[src/rtl/keypad_scan_entry_if.sv]
// Keypad scan/entry bundle: clear input, keypad row/column lines and the accepted-key outputs.
`timescale 1ns/1ps
interface keypad_scan_entry_if;
  logic        clr;
  logic [3:0]  col;
  logic [3:0]  row;
  logic        key_valid;
  logic [3:0]  key_code;
  logic [15:0] entry;

  // master: whatever drives the keypad/clear (board or bench); slave: the scanner
  modport master (output clr, col, input row, key_valid, key_code, entry);
  modport slave  (input clr, col, output row, key_valid, key_code, entry);
endinterface

[src/rtl/keypad_scan_entry.sv]
// 4x4 matrix keypad scanner: walks an active-low row, debounces the synced columns,
// encodes one hex key per press and shifts accepted keys into a 4-digit entry register.
`timescale 1ns/1ps
module keypad_scan_entry #(
  parameter int SCAN_DIV  = 50000,
  parameter int DEB_TICKS = 4
) (
  input  logic              mclk,
  input  logic              rst,
  keypad_scan_entry_if.slave kp
);
  localparam int DW = (SCAN_DIV > 2) ? $clog2(SCAN_DIV) : 1;
  localparam int CW = $clog2(DEB_TICKS + 1);
  localparam logic [DW-1:0] DIV_LAST = DW'(SCAN_DIV - 1);
  localparam logic [CW-1:0] DEB_N    = CW'(DEB_TICKS);

  typedef enum logic [1:0] {SCAN, DEBOUNCE, RELEASE} state_t;

  logic [3:0]    col_s1_q, col_s2_q;
  logic [DW-1:0] div_q;
  logic          tick;
  state_t        state_q;
  logic [3:0]    row_q;
  logic [3:0]    cand_q;
  logic [CW-1:0] cnt_q;
  logic [CW-1:0] cnt_inc;
  logic          kv_q;
  logic [3:0]    code_q;
  logic [15:0]   entry_q;
  logic [1:0]    r_idx;
  logic [1:0]    c_idx;
  logic          pressed;
  logic [3:0]    code;
  logic [3:0]    row_next;

  // Two-flop synchroniser for the asynchronous column lines
  always_ff @(posedge mclk or posedge rst) begin
    if (rst) begin
      col_s1_q <= 4'hF;
      col_s2_q <= 4'hF;
    end else begin
      col_s1_q <= kp.col;
      col_s2_q <= col_s1_q;
    end
  end

  // Scan-tick divider: free-running 0..SCAN_DIV-1
  always_ff @(posedge mclk or posedge rst) begin
    if (rst)        div_q <= '0;
    else if (tick)  div_q <= '0;
    else            div_q <= div_q + 1'b1;
  end

  assign tick = (div_q == DIV_LAST);

  // Decode the active row and the lowest low column into a key code
  always_comb begin
    r_idx = 2'd0;
    case (row_q)
      4'b1101: r_idx = 2'd1;
      4'b1011: r_idx = 2'd2;
      4'b0111: r_idx = 2'd3;
      default: r_idx = 2'd0;
    endcase
    c_idx = 2'd0;
    if      (!col_s2_q[0]) c_idx = 2'd0;
    else if (!col_s2_q[1]) c_idx = 2'd1;
    else if (!col_s2_q[2]) c_idx = 2'd2;
    else if (!col_s2_q[3]) c_idx = 2'd3;
  end

  assign pressed  = (col_s2_q != 4'hF);
  assign code     = {r_idx, c_idx};
  assign cnt_inc  = cnt_q + 1'b1;
  assign row_next = {row_q[2:0], row_q[3]};

  // Scan / debounce / release sequencer with the accepted-key and entry registers.
  // clr is applied last so it overrides a shift landing in the same cycle.
  always_ff @(posedge mclk or posedge rst) begin
    if (rst) begin
      state_q <= SCAN;
      row_q   <= 4'b1110;
      cand_q  <= 4'h0;
      cnt_q   <= '0;
      kv_q    <= 1'b0;
      code_q  <= 4'h0;
      entry_q <= 16'h0000;
    end else begin
      kv_q <= 1'b0;
      if (tick) begin
        case (state_q)
          SCAN: begin
            if (!pressed) begin
              row_q <= row_next;
            end else begin
              cand_q <= code;
              if (DEB_N == CW'(1)) begin
                // single-tick debounce: accept on the detection tick
                kv_q    <= 1'b1;
                code_q  <= code;
                entry_q <= {entry_q[11:0], code};
                cnt_q   <= '0;
                state_q <= RELEASE;
              end else begin
                cnt_q   <= CW'(1);
                state_q <= DEBOUNCE;
              end
            end
          end
          DEBOUNCE: begin
            if (pressed && code == cand_q) begin
              if (cnt_inc == DEB_N) begin
                kv_q    <= 1'b1;
                code_q  <= cand_q;
                entry_q <= {entry_q[11:0], cand_q};
                cnt_q   <= '0;
                state_q <= RELEASE;
              end else begin
                cnt_q <= cnt_inc;
              end
            end else begin
              // bounce or a different key: resume scanning from the next row
              cnt_q   <= '0;
              row_q   <= row_next;
              state_q <= SCAN;
            end
          end
          RELEASE: begin
            if (!pressed) begin
              if (cnt_inc == DEB_N) begin
                cnt_q   <= '0;
                row_q   <= row_next;
                state_q <= SCAN;
              end else begin
                cnt_q <= cnt_inc;
              end
            end else begin
              cnt_q <= '0;
            end
          end
          default: begin
            state_q <= SCAN;
            cnt_q   <= '0;
          end
        endcase
      end
      if (kp.clr) entry_q <= 16'h0000;
    end
  end

  assign kp.row       = row_q;
  assign kp.key_valid = kv_q;
  assign kp.key_code  = code_q;
  assign kp.entry     = entry_q;
endmodule

[src/flat_wrapper.sv]
// flat-port wrapper written by rule: the top's interface ports become plain ports
module keypad_scan_entry_flat 
#(
  parameter int SCAN_DIV  = 50000,
  parameter int DEB_TICKS = 4
)
  (mclk, rst, kp_clr, kp_col, kp_row, kp_key_valid, kp_key_code, kp_entry);
  keypad_scan_entry_if kp_i ();
  input  logic mclk;
  input  logic rst;
  input wire logic [$bits(kp_i.clr)-1:0] kp_clr;
  input wire logic [$bits(kp_i.col)-1:0] kp_col;
  output wire logic [$bits(kp_i.row)-1:0] kp_row;
  output wire logic [$bits(kp_i.key_valid)-1:0] kp_key_valid;
  output wire logic [$bits(kp_i.key_code)-1:0] kp_key_code;
  output wire logic [$bits(kp_i.entry)-1:0] kp_entry;
  assign kp_i.clr = kp_clr;
  assign kp_i.col = kp_col;
  assign kp_row = kp_i.row;
  assign kp_key_valid = kp_i.key_valid;
  assign kp_key_code = kp_i.key_code;
  assign kp_entry = kp_i.entry;
  keypad_scan_entry #(.SCAN_DIV(SCAN_DIV), .DEB_TICKS(DEB_TICKS)) u_core (.mclk(mclk), .rst(rst), .kp(kp_i));
endmodule
[config.mk]
export PLATFORM = sky130hd
export DESIGN_NAME = keypad_scan_entry_flat
export DESIGN_NICKNAME = d
export VERILOG_FILES = /design/src/rtl/keypad_scan_entry_if.sv /design/src/rtl/keypad_scan_entry.sv /design/src/flat_wrapper.sv
export SDC_FILE = /design/constraint.sdc
export NUM_CORES = 1
export LEC_CHECK = 0
export CORE_ASPECT_RATIO = 1.2
export CORE_MARGIN = 1.5
export CORE_UTILIZATION = 45
export CTS_BUF_LIST = sky130_fd_sc_hd__clkbuf_8
export CTS_CLUSTER_DIAMETER = 100
export DETAILED_ROUTE_END_ITERATION = 6
export DONT_BUFFER_PORTS = 1
export PLACE_DENSITY_LB_ADDON = 0.3
export SLEW_MARGIN = 20
export SYNTH_ARGS = -nofsm -noshare
export SYNTH_HDL_FRONTEND = slang
export SYNTH_SLANG_ARGS = --single-unit
export TNS_END_PERCENT = 1
[constraint.sdc]
create_clock -name mclk -period 2.5 [get_ports mclk]
set_input_delay 0.25 -clock mclk [delete_from_list [all_inputs] [get_ports mclk]]
set_output_delay 0.25 -clock mclk [all_outputs]
set_load 0.03 [all_outputs]
; Word-level counts from Yosys, hierarchy flattened
; Cells that the tools add are included.
[classes]
add_sub_neg = 2
eq_ne = 15
n_mux = 31
n_reduce_logical = 13
[ops]
columns = operator, count
row1 = 16-bit 2-to-1 mux, 6
row2 = 2-bit 2-to-1 mux, 9
row3 = 16-bit by 1-bit adder with 16-bit output (second input constant), 1
row4 = 16-bit equality test (second input constant), 1
row5 = 4-bit 2-to-1 mux, 4
row6 = 3-bit 2-to-1 mux, 4
row7 = 2-bit one-hot mux with 3 select lines, 2
row8 = 4-bit one-hot mux with 3 select lines, 1
row9 = 3-bit one-hot mux with 3 select lines, 1
row10 = 4-bit equality test (second input constant), 2
row11 = 4-bit AND reduction, 2
row12 = 2-bit nonzero test, 4
row13 = 2-bit inequality test (second input constant), 3
row14 = 6-bit AND reduction, 1
row15 = 5-bit AND reduction, 1
row16 = 4-bit by 3-bit equality test with 1-bit output (second input constant), 1
row17 = 4-bit equality test, 1
row18 = 1-bit 2-to-1 mux, 4
row19 = 2-bit by 1-bit inequality test with 1-bit output (second input constant), 2
row20 = 4-bit inequality test (second input constant), 1
row21 = 3-bit by 1-bit adder with 3-bit output (second input constant), 1
row22 = 3-bit equality test (second input constant), 1
row23 = 3-bit inequality test (second input constant), 1
row24 = 3-bit AND reduction, 1
row25 = 6 further kinds, 6
[totals]
regBits = 58
input_bits = 7
output_inout_bits = 25
wordCells = 71

; Longest topological paths before layout
; Gate-level depths: netlist of the first run.
[logic_depth]
ltp_word = 10
depth_mapped = 9
ltp_nobuf = 7

; Least setup slack after synthesis of the first run
; Ideal clock, no wire load.
[synth_timing]
kind = reg-to-reg
from = register u_core.row_q[1] (netlist: u_core.kp.row[1])
to = register u_core.row_q[0] (netlist: u_core.kp.row[0])
setup_time_ns = 0.128
arrival_ns = 2.007
t_required_ns = 2.372
slack_ns = 0.365
path_stages_with_launch = 9
path_buffers = 2
synth_period_minus_slack_ns = 2.135
cell_sequence = dfstp_2 > buf_2 > o21ai_0 > nor3_1 > o311ai_1 > and3_1 > buf_4 > nor2_2 > mux2_1
[synth_between]
elab_chain_len = 6
elab_cells_between_ends = 8
classes_between = eq/ne: 5 / mux: 1 / reduce/logical: 2
[synth_lines]
columns = element, line
row1 = from (decl), keypad_scan_entry.sv:23  ; logic [3:0] row_q;
row2 = from (signal assigned), keypad_scan_entry.sv:94  ; row_q <= row_next;
row3 = from (signal assigned), keypad_scan_entry.sv:124  ; row_q <= row_next;
row4 = from (signal assigned), keypad_scan_entry.sv:132  ; row_q <= row_next;
row5 = 4-bit by 3-bit equality test with 1-bit output or 4-bit equality test (tied branches), keypad_scan_entry.sv:59  ; case (row_q)
row6 = 2-bit one-hot mux with 3 select lines *, keypad_scan_entry.sv:59
row7 = 4-bit equality test *, keypad_scan_entry.sv:111  ; if (pressed && code == cand_q) begin
row8 = 1-bit logical AND *, keypad_scan_entry.sv:111
row9 = 2-bit inequality test (no line) *, n/a
row10 = 6-bit AND reduction (no line) *, n/a
; Mark *: on every way between the ends. The rest lies on a longest branch, timed or not.
; A chain may end at the register's enable or synchronous reset.

; Worst setup path in the final report of the first run
[layout_timing]
from = register u_core.row_q[1] (netlist: u_core.kp.row[1])
to = register u_core.cnt_q[2]
[layout_between]
elab_chain_len = 6
elab_cells_between_ends = 8
classes_between = eq/ne: 4 / mux: 3 / reduce/logical: 1
[layout_lines]
columns = element, line
row1 = 4-bit by 3-bit equality test with 1-bit output or 4-bit equality test (tied branches), keypad_scan_entry.sv:59
row2 = 2-bit one-hot mux with 3 select lines *, keypad_scan_entry.sv:59
row3 = 4-bit equality test *, keypad_scan_entry.sv:111
row4 = 1-bit logical AND *, keypad_scan_entry.sv:111
row5 = 3-bit 2-to-1 mux *, keypad_scan_entry.sv:111
row6 = 3-bit one-hot mux with 3 select lines *, keypad_scan_entry.sv:91  ; case (state_q)
row7 = to (signal assigned), keypad_scan_entry.sv:119  ; cnt_q <= cnt_inc;
row8 = to (signal assigned), keypad_scan_entry.sv:135  ; cnt_q <= cnt_inc;
row9 = to (decl), keypad_scan_entry.sv:25  ; logic [CW-1:0] cnt_q;
; Marked as above.

==> results of run 1 <==
## worst paths after layout
kind,endpoint,depth (start not counted)
min in group asynchronous,u_core.kp.entry[4],2
max in group asynchronous,u_core.kp.row[3],3
min,u_core.col_s2_q[3],0
max,u_core.cnt_q[2],7
min reg2reg,u_core.col_s2_q[3],0
max reg2reg,u_core.cnt_q[2],7
## registers in the layout, summed over array words and instances (netlist names)
signal               count
u_core.kp.key_valid      1
u_core.col_s2_q          4
u_core.kp.row            4
u_core.state_q           2
u_core.col_s1_q          4
u_core.div_q            16
u_core.kp.key_code       4
u_core.kp.entry         16
u_core.cand_q            4
u_core.cnt_q             3
## routing by layer
layer  up-vias  track usage (%)  part of all wire [%]
met1       915             21.7                    44
li1        925                -                     -
met4         0             6.69                   1.5
met3         6             7.33                   5.0
met2        43             27.3                    50
met5         -                0                     0
## cell usage in the layout, fill, tap and decap left out, drive strengths merged, types with 3 or more instances in the layout
cell type,count
mux2,4
buf,9
a21oi,22
and3,5
ha,3
nor3,4
nand3,27
xor2,7
inv,5
o21ai,12
nor2b,3
nor2,19
dlygate4sd3,6
dfstp,11
clkbuf,10
nand2,40
clkinv,3
nand4,6
and4b,3
dfrtp,47
xnor2,9
## timing repair
action	CTS	global route
hold endpoints to repair	45	0
resized for setup	0	0
hold buffers	6	0
## cells by family (layout without fill, tap and decap cells)
logic type,after synthesis,after routing
XOR/XNOR,16,16
flip-flops,58,58
AO/OA/AOI/OAI,43,43
adder cells (fa/ha/maj),3,3
multiplexers,4,4
AND/OR/NAND/NOR,116,116
buffers and inverters,19,35
## power groups by stage
stage / Clock [mW] / Sequential, mW / Combinational [mW]
finish: 0.944 / 0.956 / 0.0388
global route: 1.00 / 0.957 / 0.0453
CTS: 0.969 / 0.956 / 0.0407
detailed placement: 0 / 0.973 / 0.0292
global placement: 0 / 0.973 / 0.0286
floorplan: 0 / 0.972 / 0.0223
## cells in the mapped netlist (2+ instances only)
| library cell | count | area share [%] |
|---|---|---|
| and4b_1 | 3 | 1.2 |
| dfstp_2 | 11 | 11 |
| nor4bb_1 | 2 | 0.77 |
| o21ai_1 | 2 | 0.38 |
| and3_1 | 5 | 1.2 |
| xnor2_1 | 9 | 3.0 |
| ha_1 | 3 | 1.4 |
| buf_2 | 9 | 1.7 |
| and2_1 | 2 | 0.48 |
| xor2_1 | 7 | 2.4 |
| nor2_1 | 18 | 2.6 |
| a21oi_1 | 22 | 4.2 |
| nand3_1 | 27 | 5.2 |
| o21ai_0 | 9 | 1.7 |
| nand2_1 | 40 | 5.8 |
| buf_4 | 2 | 0.58 |
| mux2_1 | 4 | 1.7 |
| nor2b_1 | 3 | 0.72 |
| nand4b_1 | 2 | 0.67 |
| nor3_1 | 4 | 0.77 |
| inv_1 | 5 | 0.72 |
| o211ai_1 | 2 | 0.58 |
| nand4_1 | 6 | 1.4 |
| dfrtp_1 | 47 | 45 |
## worst max-delay path, stage by stage (launching register included)
cell	delay (ns)
dfstp_2	0.63
and3_1	0.18
nor3_1	0.04
o311ai_1	0.29
and3_1	0.26
buf_4	0.18
a21oi_1	0.08
o31ai_1	0.23
## final cells by class
type | count | area [um2] | share of cell area (%)
clock buffer | 10 | 138 | 4.65
clock inverter | 5 | 78.8 | 2.66
inverter | 5 | 18.8 | 0.634
multi-input combinational | 182 | 1040 | 35.1
sequential | 58 | 1470 | 49.5
tap | 64 | 80.1 | 2.70
timing repair buffer | 15 | 140 | 4.73
==> results_dict.tcl, run 1 <==
set metrics [dict create \
    yosysWarnings 0 \
    hold_path_class "reg2reg" \
    start_util_pct 46.2 \
    final.setup.tns_ns 0 \
    critPathRequiredTime_ns 2.75 \
    crit_type "reg2reg" \
    rrSetupSlack_ns 0.50 \
    synth_seq_cells 58 \
    swShare_pct 20.4 \
    yosys.area_share.simple_pct 21.8 \
    timing.hold.ws_ns 0.355 \
    ios 32 \
    avgRoutedWirePerCell_um 14.4 \
    setup_ws_ns 0.504 \
    area_growth_pct 13.8 \
    cts_tree "built" \
    cts_htree_levels 3 \
    fill_cells 522 \
    ant_nets 0 \
    grt_max_degree 34 \
    p_int_mw 1.54 \
    instances_no_fill 339 \
    synth_xor_area_share_pct 5.38 \
    grt.overflow.total 0 \
    synthArstFlopShare_pct 100 \
    leakagePower_nw 1.31 \
    die_h_um 86.3 \
    hold_violations 0 \
    combPwrFrac_pct 2.0 \
    period_minus_slack_ns 2.00 \
    synth_top_family_by_area "simple AND/OR/NAND/NOR gates" \
    synth_ff_type "dfrtp_1" \
    post-route-period-util_pct 79.9 \
    yosys.cell_types.count 39 \
    synth-compound-area-share_pct 9.57 \
    post_cts_buffers 0 \
    cp_max_fo 11 \
    drive_above_1_share_pct 14.2 \
    p_seq_share_pct 49.3 \
    cts_buffer_depth 2 \
    dp_hpwl_mm 3.21 \
    path_clk_slew_ns 0.07 \
    grt_pass1_vias 1780 \
    port_buffers 0 \
    max_cap_violations 0 \
    cts-root-buf "clkbuf_8" \
    nNetsFinal 281 \
    grt_usage_pct 17.5 \
    post_synth.cell_area_avg_um2 10.0 \
    finClkSkew_ns 0.00759 \
    stdcell_area_um2 2960 \
    fmax_mhz 501 \
    hold_start "u_core.col_s1_q[3]" \
    finalPower_mw 1.94 \
    clock_latency_ns 0.34 \
    gp_congestion 0.752 \
    dieWidth_um 72.4 \
    vias_per_cell 5.57 \
    netlist_area_um2 2600 \
    drv_slew 0 \
    ys_seq_area_share_pct 56.3 \
    placed_area_um2 2680 \
    synthAdderAreaFrac_pct 1.44 \
    place_ws_ns 0.464 \
    switching_power_mw 0.395 \
    syn_inst 259 \
    cp.arrival_ns 2.25 \
    vdd_ir_drop_max_mv 0.481 \
    cts_made_buffers 9 \
    outcome "complete, no violations" \
    die-area_um2 6250 \
    end_kind "flop" \
    crit_path_start "u_core.kp.row[1]" \
    worstMarginPinSlew_ns 0.602 \
    grt_pass1_wl_mm 8.22 \
    vias 1889 \
    synth_fp_nets 269 \
    synthMuxAreaShare_pct 1.73 \
    rsz0062_at_grt "false" \
    numClockSinks 58 \
    cp-start-kind "flop" \
    clkPwrFrac_pct 48.7 \
    synth_edf_count 0 \
    placeableCoreArea_um2 5630 \
    place_inst 318 \
    antenna_found_initial 0 \
    fin_util_pct 52.6 \
    dr.pass1.iters 4 \
    drc 0 \
    antenna_cells 0 \
    placementRows 30 \
    setup_violations 0 \
    r2r_start "u_core.kp.row[1]" \
    drt_iter0_drc 185 \
    slew_headroom_pct 59.7 \
    wl_mm 4.87 \
    powerDensity_nw_per_um2 655 \
]
Note: power is estimated with default switching activity, not from simulation.
==> inputs of run 2 (changes only) <==
--- a/config.mk
+++ b/config.mk
@@ -5,6 +5,7 @@
 export SDC_FILE = /design/constraint.sdc
 export NUM_CORES = 1
 export LEC_CHECK = 0
+export ABC_AREA = 1
 export CORE_ASPECT_RATIO = 1.2
 export CORE_MARGIN = 1.5
 export CORE_UTILIZATION = 45
==> constraint.sdc (replaced) <==
create_clock -name mclk -period 1.7 [get_ports mclk]
set_input_delay 0.17 -clock mclk [delete_from_list [all_inputs] [get_ports mclk]]
set_output_delay 0.17 -clock mclk [all_outputs]
set_load 0.03 [all_outputs]
==> results_dict.tcl, run 2 <==
set metrics [dict create \
    synth_seq_cells 58 \
    cp_num_buf_inv 1 \
    cp.arrival_ns 1.99 \
    wl_mm 5.56 \
    cts_buffer_depth 2 \
    synthTopCellsByArea "dfrtp_1 40%, nand2_1 13%, dfstp_2 9.8%" \
    p_seq_share_pct 48.4 \
    powerDensity_nw_per_um2 792 \
    period_minus_slack_ns 1.73 \
    multi_input_area_um2 1290 \
    grt_max_degree 38 \
    vias_per_cell 4.85 \
    cp-start-kind "flop" \
    synth_ff_type "dfrtp_1" \
    dieWidth_um 76.8 \
    fill_cells 558 \
    ys_seq_area_share_pct 49.9 \
    synth_edf_count 0 \
    outcome "finished with violations" \
    cts-root-buf "clkbuf_8" \
    cp_max_fo 25 \
    netlist_area_um2 2940 \
    setup_ws_ns -0.0253 \
    antenna_cells 0 \
    hold_path_class "in2reg" \
    swShare_pct 21.1 \
    stdcell_area_um2 3650 \
    cts_tree "built" \
    violations "setup timing" \
    finClkSkew_ns 0.00996 \
    grt_pass1_vias 2293 \
    cpMostUsedCell "nand2_1" \
    finalPower_mw 2.89 \
    ant_nets 0 \
    dr.pass1.iters 4 \
    vdd_ir_drop_max_mv 0.534 \
    numClockSinks 58 \
    regArea_um2 1470 \
    worstMarginPinSlew_ns 0.481 \
    placementRows 32 \
    crit_type "reg2reg" \
    yosys.cell_types.count 31 \
    drive_above_1_share_pct 28.0 \
    clock_latency_ns 0.33 \
    hold_violations 0 \
    grt_pass1_wl_mm 9.88 \
    path_clk_slew_ns 0.07 \
    critPathRequiredTime_ns 1.96 \
    max_cap_violations 0 \
    vias 2373 \
    drc 0 \
    path_cells "nand2_1 -> nand2_1 -> nand2_1 -> nand2_1 -> nand2_2 -> nor2_4 -> nand2_4 -> nor2_8 -> nand2_8 -> inv_4 -> nand2_1 -> nand2_1" \
    cts_made_buffers 9 \
    end_kind "flop" \
    yosysTopAreaCell "dfrtp_1" \
    dp_hpwl_mm 4.04 \
    gp_congestion 0.843 \
    post-route-period-util_pct 101 \
    syn_inst 351 \
    synthMostInstantiatedCell "nand2_1" \
    avgRoutedWirePerCell_um 11.4 \
    drt_iter0_drc 159 \
    combPwrFrac_pct 2.9 \
    grt_usage_pct 17.6 \
    fin_util_pct 57.4 \
    start_util_pct 46.2 \
    switching_power_mw 0.611 \
    slowest_delay_ns 0.57 \
    final.setup.tns_ns -0.115 \
    placeableCoreArea_um2 6370 \
    drv_slew 0 \
    area_growth_pct 24.3 \
    rsz0062_at_grt "true" \
    synth_top_area_share_pct 40.0 \
    post_synth.cell_area_avg_um2 8.37 \
    synth_fp_nets 361 \
    antenna_found_initial 0 \
    nNetsFinal 409 \
    die_h_um 91.5 \
    ios 32 \
    place_ws_ns -0.0944 \
    clkPwrFrac_pct 48.6 \
    slew_headroom_pct 67.9 \
    grt.overflow.total 0 \
    slowest_stage "dfstp_2" \
    synthArstFlopShare_pct 100 \
    leakagePower_nw 1.79 \
    p_int_mw 2.28 \
    setup_violations 10 \
    final_cell_mix "95 x nand2_1, 50 x inv_1, 47 x dfrtp_1" \
    cts_htree_levels 3 \
    fmax_mhz 580 \
    port_buffers 0 \
    final_common_cell "nand2_1" \
    synth_commonest_cells "99 x nand2_1, 50 x inv_1, 47 x dfrtp_1" \
    placed_area_um2 3290 \
    yosysWarnings 0 \
    cpLargestDelayFamily "simple AND/OR/NAND/NOR gates" \
    die-area_um2 7030 \
]
==> run 2: power by group through the flow <==
stage / clock [mW] / sequential [mW] / combinational, mW
floorplan: 0 / 1.43 / 0.0502
finish: 1.41 / 1.40 / 0.0846
global route: 1.51 / 1.40 / 0.0968
CTS: 1.44 / 1.40 / 0.0878
global placement: 0 / 1.43 / 0.0749
detailed placement: 0 / 1.43 / 0.0759
==> run 2: path summary, 6_finish.rpt <==
kind | cells after the start | slack, ns | end | from
worst max-delay path | 12 | -0.03 | u_core.kp.entry[15] | u_core.kp.row[3]
worst min-delay path | 3 | 0.02 | u_core.kp.entry[14] | kp_clr
worst max register to register | 12 | -0.03 | u_core.kp.entry[15] | u_core.kp.row[3]
worst min register to register | 0 | 0.35 | u_core.col_s2_q[3] | u_core.col_s1_q[3]
max in group asynchronous | 3 | 0.76 | u_core.col_s2_q[0] | rst
min in group asynchronous | 2 | 0.31 | u_core.kp.entry[12] | rst
==> run 2: worst register-to-register path, stage by stage, from the launching register on <==
cell and delay [ns]:
dfstp_2 0.57, nand2_1 0.07, nand2_1 0.09, nand2_1 0.07
nand2_1 0.07, nand2_2 0.06, nor2_4 0.13, nand2_4 0.08
nor2_8 0.12, nand2_8 0.16, inv_4 0.12, nand2_1 0.05
nand2_1 0.07
==> run 2: cells by family (layout without fill, tap and decap cells) <==
| logic type | count (synthesis) | after routing | share of synthesized area, % |
|---|---|---|---|
| adders and majority gates | 3 | 3 | 1.28 |
| DFF | 58 | 58 | 49.9 |
| AOI/OAI and AO/OA | 30 | 30 | 6.30 |
| and+or+nand+nor | 193 | 193 | 32.3 |
| xor gates and xnor gates | 7 | 7 | 2.09 |
| buffers and inverters | 60 | 113 | 8.22 |
==> run 2: layer usage <==
| layer | global-route usage [%] | vias up | wire (um) |
|---|---|---|---|
| met5 | 0 | - | 0 |
| met4 | 6.79 | 0 | 103 |
| met3 | 5.83 | 12 | 279 |
| met2 | 28.5 | 55 | 2670 |
| met1 | 21.7 | 1101 | 2500 |
| li1 | - | 1205 | - |
==> run 2: stage by stage <==
step	instances	hold WS (ns)
6_report	489	0.0233
5_1_grt	489	0.00856
4_1_cts	489	0.00859
3_5_place_dp	466	0.106
3_3_place_gp	466	0.109
2_1_floorplan	351	0.174
==> run 2: final cells by class <==
class                      count  share of cell area [%]
timing repair buffer          43                    9.80
clock buffer                  10                    3.77
multi-input combinational    233                    35.4
clock inverter                 6                    2.23
tap                           85                    2.91
inverter                      54                    5.76
sequential                    58                    40.1
==> run 2: timing repair <==
item | 4_1_cts | 5_1_grt
cloned | 0 | 0
setup buffers | 1 | 0
hold buffers | 6 | 0
setup endpoints to repair | 27 | 38
endpoints found under the hold margin | 27 | 0
pin swaps | 2 | 2
gates resized for setup | 8 | 12
==> inputs of run 3 (changes only) <==
==> constraint.sdc (replaced) <==
create_clock -name mclk -period 1.9 [get_ports mclk]
set_input_delay 0.19 -clock mclk [delete_from_list [all_inputs] [get_ports mclk]]
set_output_delay 0.19 -clock mclk [all_outputs]
set_load 0.03 [all_outputs]
==> results_dict.tcl, run 3 (synthesis gave the netlist of run 2 again) <==
set metrics [dict create \
    fill_cells 584 \
    combPwrFrac_pct 2.7 \
    powerDensity_nw_per_um2 737 \
    hold_path_class "in2reg" \
    drv_slew 0 \
    avgRoutedWirePerCell_um 11.8 \
    cts_buffer_depth 2 \
    drive_above_1_share_pct 21.8 \
    grt_util_met2_pct 28.2 \
    numClockSinks 58 \
    r2r_start "u_core.col_s2_q[0]" \
    cp_max_fo 25 \
    vdd_ir_drop_max_mv 0.634 \
    fmax_mhz 565 \
    path_clk_slew_ns 0.07 \
    post-route-period-util_pct 93.2 \
    ant_nets 0 \
    clock_latency_ns 0.33 \
    hold_violations 0 \
    max_cap_violations 0 \
    cts_htree_levels 3 \
    vias_per_cell 4.86 \
    critPathRequiredTime_ns 2.17 \
    slowest_stage "dfstp_2" \
    area_growth_pct 16.9 \
    crit_type "reg2reg" \
    finClkSkew_ns 0.0135 \
    dieWidth_um 76.8 \
    clkPwrFrac_pct 47.8 \
    path_cells "nand2_1 -> inv_1 -> nand3_1 -> nand2_1 -> inv_1 -> nor2_4 -> nand2_4 -> nor2_8 -> nand2_8 -> inv_4 -> nand2_1 -> nand2_1" \
    cts_made_buffers 9 \
    antenna_cells 0 \
    slew_headroom_pct 74.5 \
    placeableCoreArea_um2 6370 \
    grt_pass1_wl_mm 9.52 \
    final_common_cell "nand2_1" \
    leakagePower_nw 1.66 \
    period_minus_slack_ns 1.77 \
    fin_util_pct 54.0 \
    met3_usage_pct 4.22 \
    drt_iter0_drc 113 \
    switching_power_mw 0.538 \
    port_buffers 0 \
    dp_hpwl_mm 3.82 \
    grt_max_degree 59 \
    rsz0062_at_grt "true" \
    wl_mm 5.48 \
    start_util_pct 46.2 \
    antenna_found_initial 0 \
    final_cell_mix "97 x nand2_1, 50 x inv_1, 47 x dfrtp_1" \
    cp.arrival_ns 2.04 \
    grt.overflow.total 0 \
    cts_tree "built" \
    place_ws_ns 0.0498 \
    grt_usage_pct 17.2 \
    setup_violations 0 \
    placementRows 32 \
    outcome "complete, no violations" \
    cpMostUsedCell "nand2_1" \
    drc 0 \
    swShare_pct 21.2 \
    cpLargestDelayFamily "simple AND/OR/NAND/NOR gates" \
    end_kind "flop" \
    gp_congestion 0.915 \
    grt-busiest-layer "met2" \
    p_seq_share_pct 49.5 \
    nNetsFinal 385 \
    use_met1_pct 20.4 \
    ios 32 \
    slowest_delay_ns 0.54 \
    dr.pass1.iters 4 \
    die-area_um2 7030 \
    hold_start "kp_clr" \
    cts-root-buf "clkbuf_8" \
    crit_path_start "u_core.col_s2_q[0]" \
    cp-start-kind "flop" \
    die_h_um 91.5 \
    cp_num_buf_inv 3 \
    p_int_mw 2.00 \
    grt_pass1_vias 2190 \
    worstMarginPinSlew_ns 0.383 \
    setup_ws_ns 0.129 \
    vias 2262 \
]
==> run 3: layout make-up <==
type | instances | area (um2) | share of cell area [%]
clock buffers | 9 | 124 | 3.60
clock inverters | 7 | 86.3 | 2.51
inverters | 54 | 205 | 5.97
multi-input cells | 233 | 1280 | 37.2
flip-flops and latches | 58 | 1470 | 42.6
well taps | 85 | 106 | 3.09
repair buffers | 19 | 171 | 4.99
==> run 3: per-stage QoR <==
step                      hold WS, ns  power, mW  setup TNS (ns)  std cells  cell area, um2
final                          0.0188       2.53               0        465            3440
after global routing           0.0177       2.64         -0.0514        465            3440
after CTS                     0.00493       2.57               0        464            3380
after detailed placement        0.159       1.34               0        443            3120
after global placement          0.156       1.34               0        443            3120
after floorplan                 0.194       1.32               0        351            2940
==> run 3: worst paths after layout <==
| kind | to | slack [ns] | cells past startpoint |
|---|---|---|---|
| setup / recovery | u_core.kp.entry[15] | 0.13 | 12 |
| hold / removal | u_core.kp.entry[12] | 0.02 | 3 |
| setup reg to reg | u_core.kp.entry[15] | 0.13 | 12 |
| hold reg to reg | u_core.col_s2_q[3] | 0.35 | 0 |
| max in group asynchronous | u_core.col_s1_q[3] | 1.21 | 3 |
| min in group asynchronous | u_core.div_q[12] | 0.37 | 3 |
==> run 3: power by group through the flow <==
stage               registers (mW)  logic, mW  clock network [mW]
finish                        1.25     0.0697                1.21
global route                  1.25     0.0792                1.30
CTS                           1.25     0.0711                1.25
detailed placement            1.28     0.0626                   0
global placement              1.28     0.0616                   0
floorplan                     1.28     0.0450                   0
==> run 3: worst register-to-register path: stages, from the launching register on <==
cell     delay, ns
dfstp_2       0.54
nand2_1       0.09
inv_1         0.08
nand3_1       0.07
nand2_1       0.06
inv_1         0.06
nor2_4        0.18
nand2_4       0.09
nor2_8        0.13
nand2_8       0.17
inv_4         0.12
nand2_1       0.05
nand2_1       0.07
==> run 3: repair_timing <==
item,in CTS,in global routing
hold buffers,5,0
endpoints found under the setup margin,0,28
endpoints found under the hold margin,51,0
resized for setup,0,12
setup buffers,0,1
==> run 3: routing by layer <==
metal  wire length (um)  vias to the layer above  part of all wire [%]
met1               2460                     1046                    45
met3                224                       11                   4.1
met4                129                        0                   2.4
met5                  0                        -                     0
met2               2670                       49                    49
li1                   -                     1156                     -
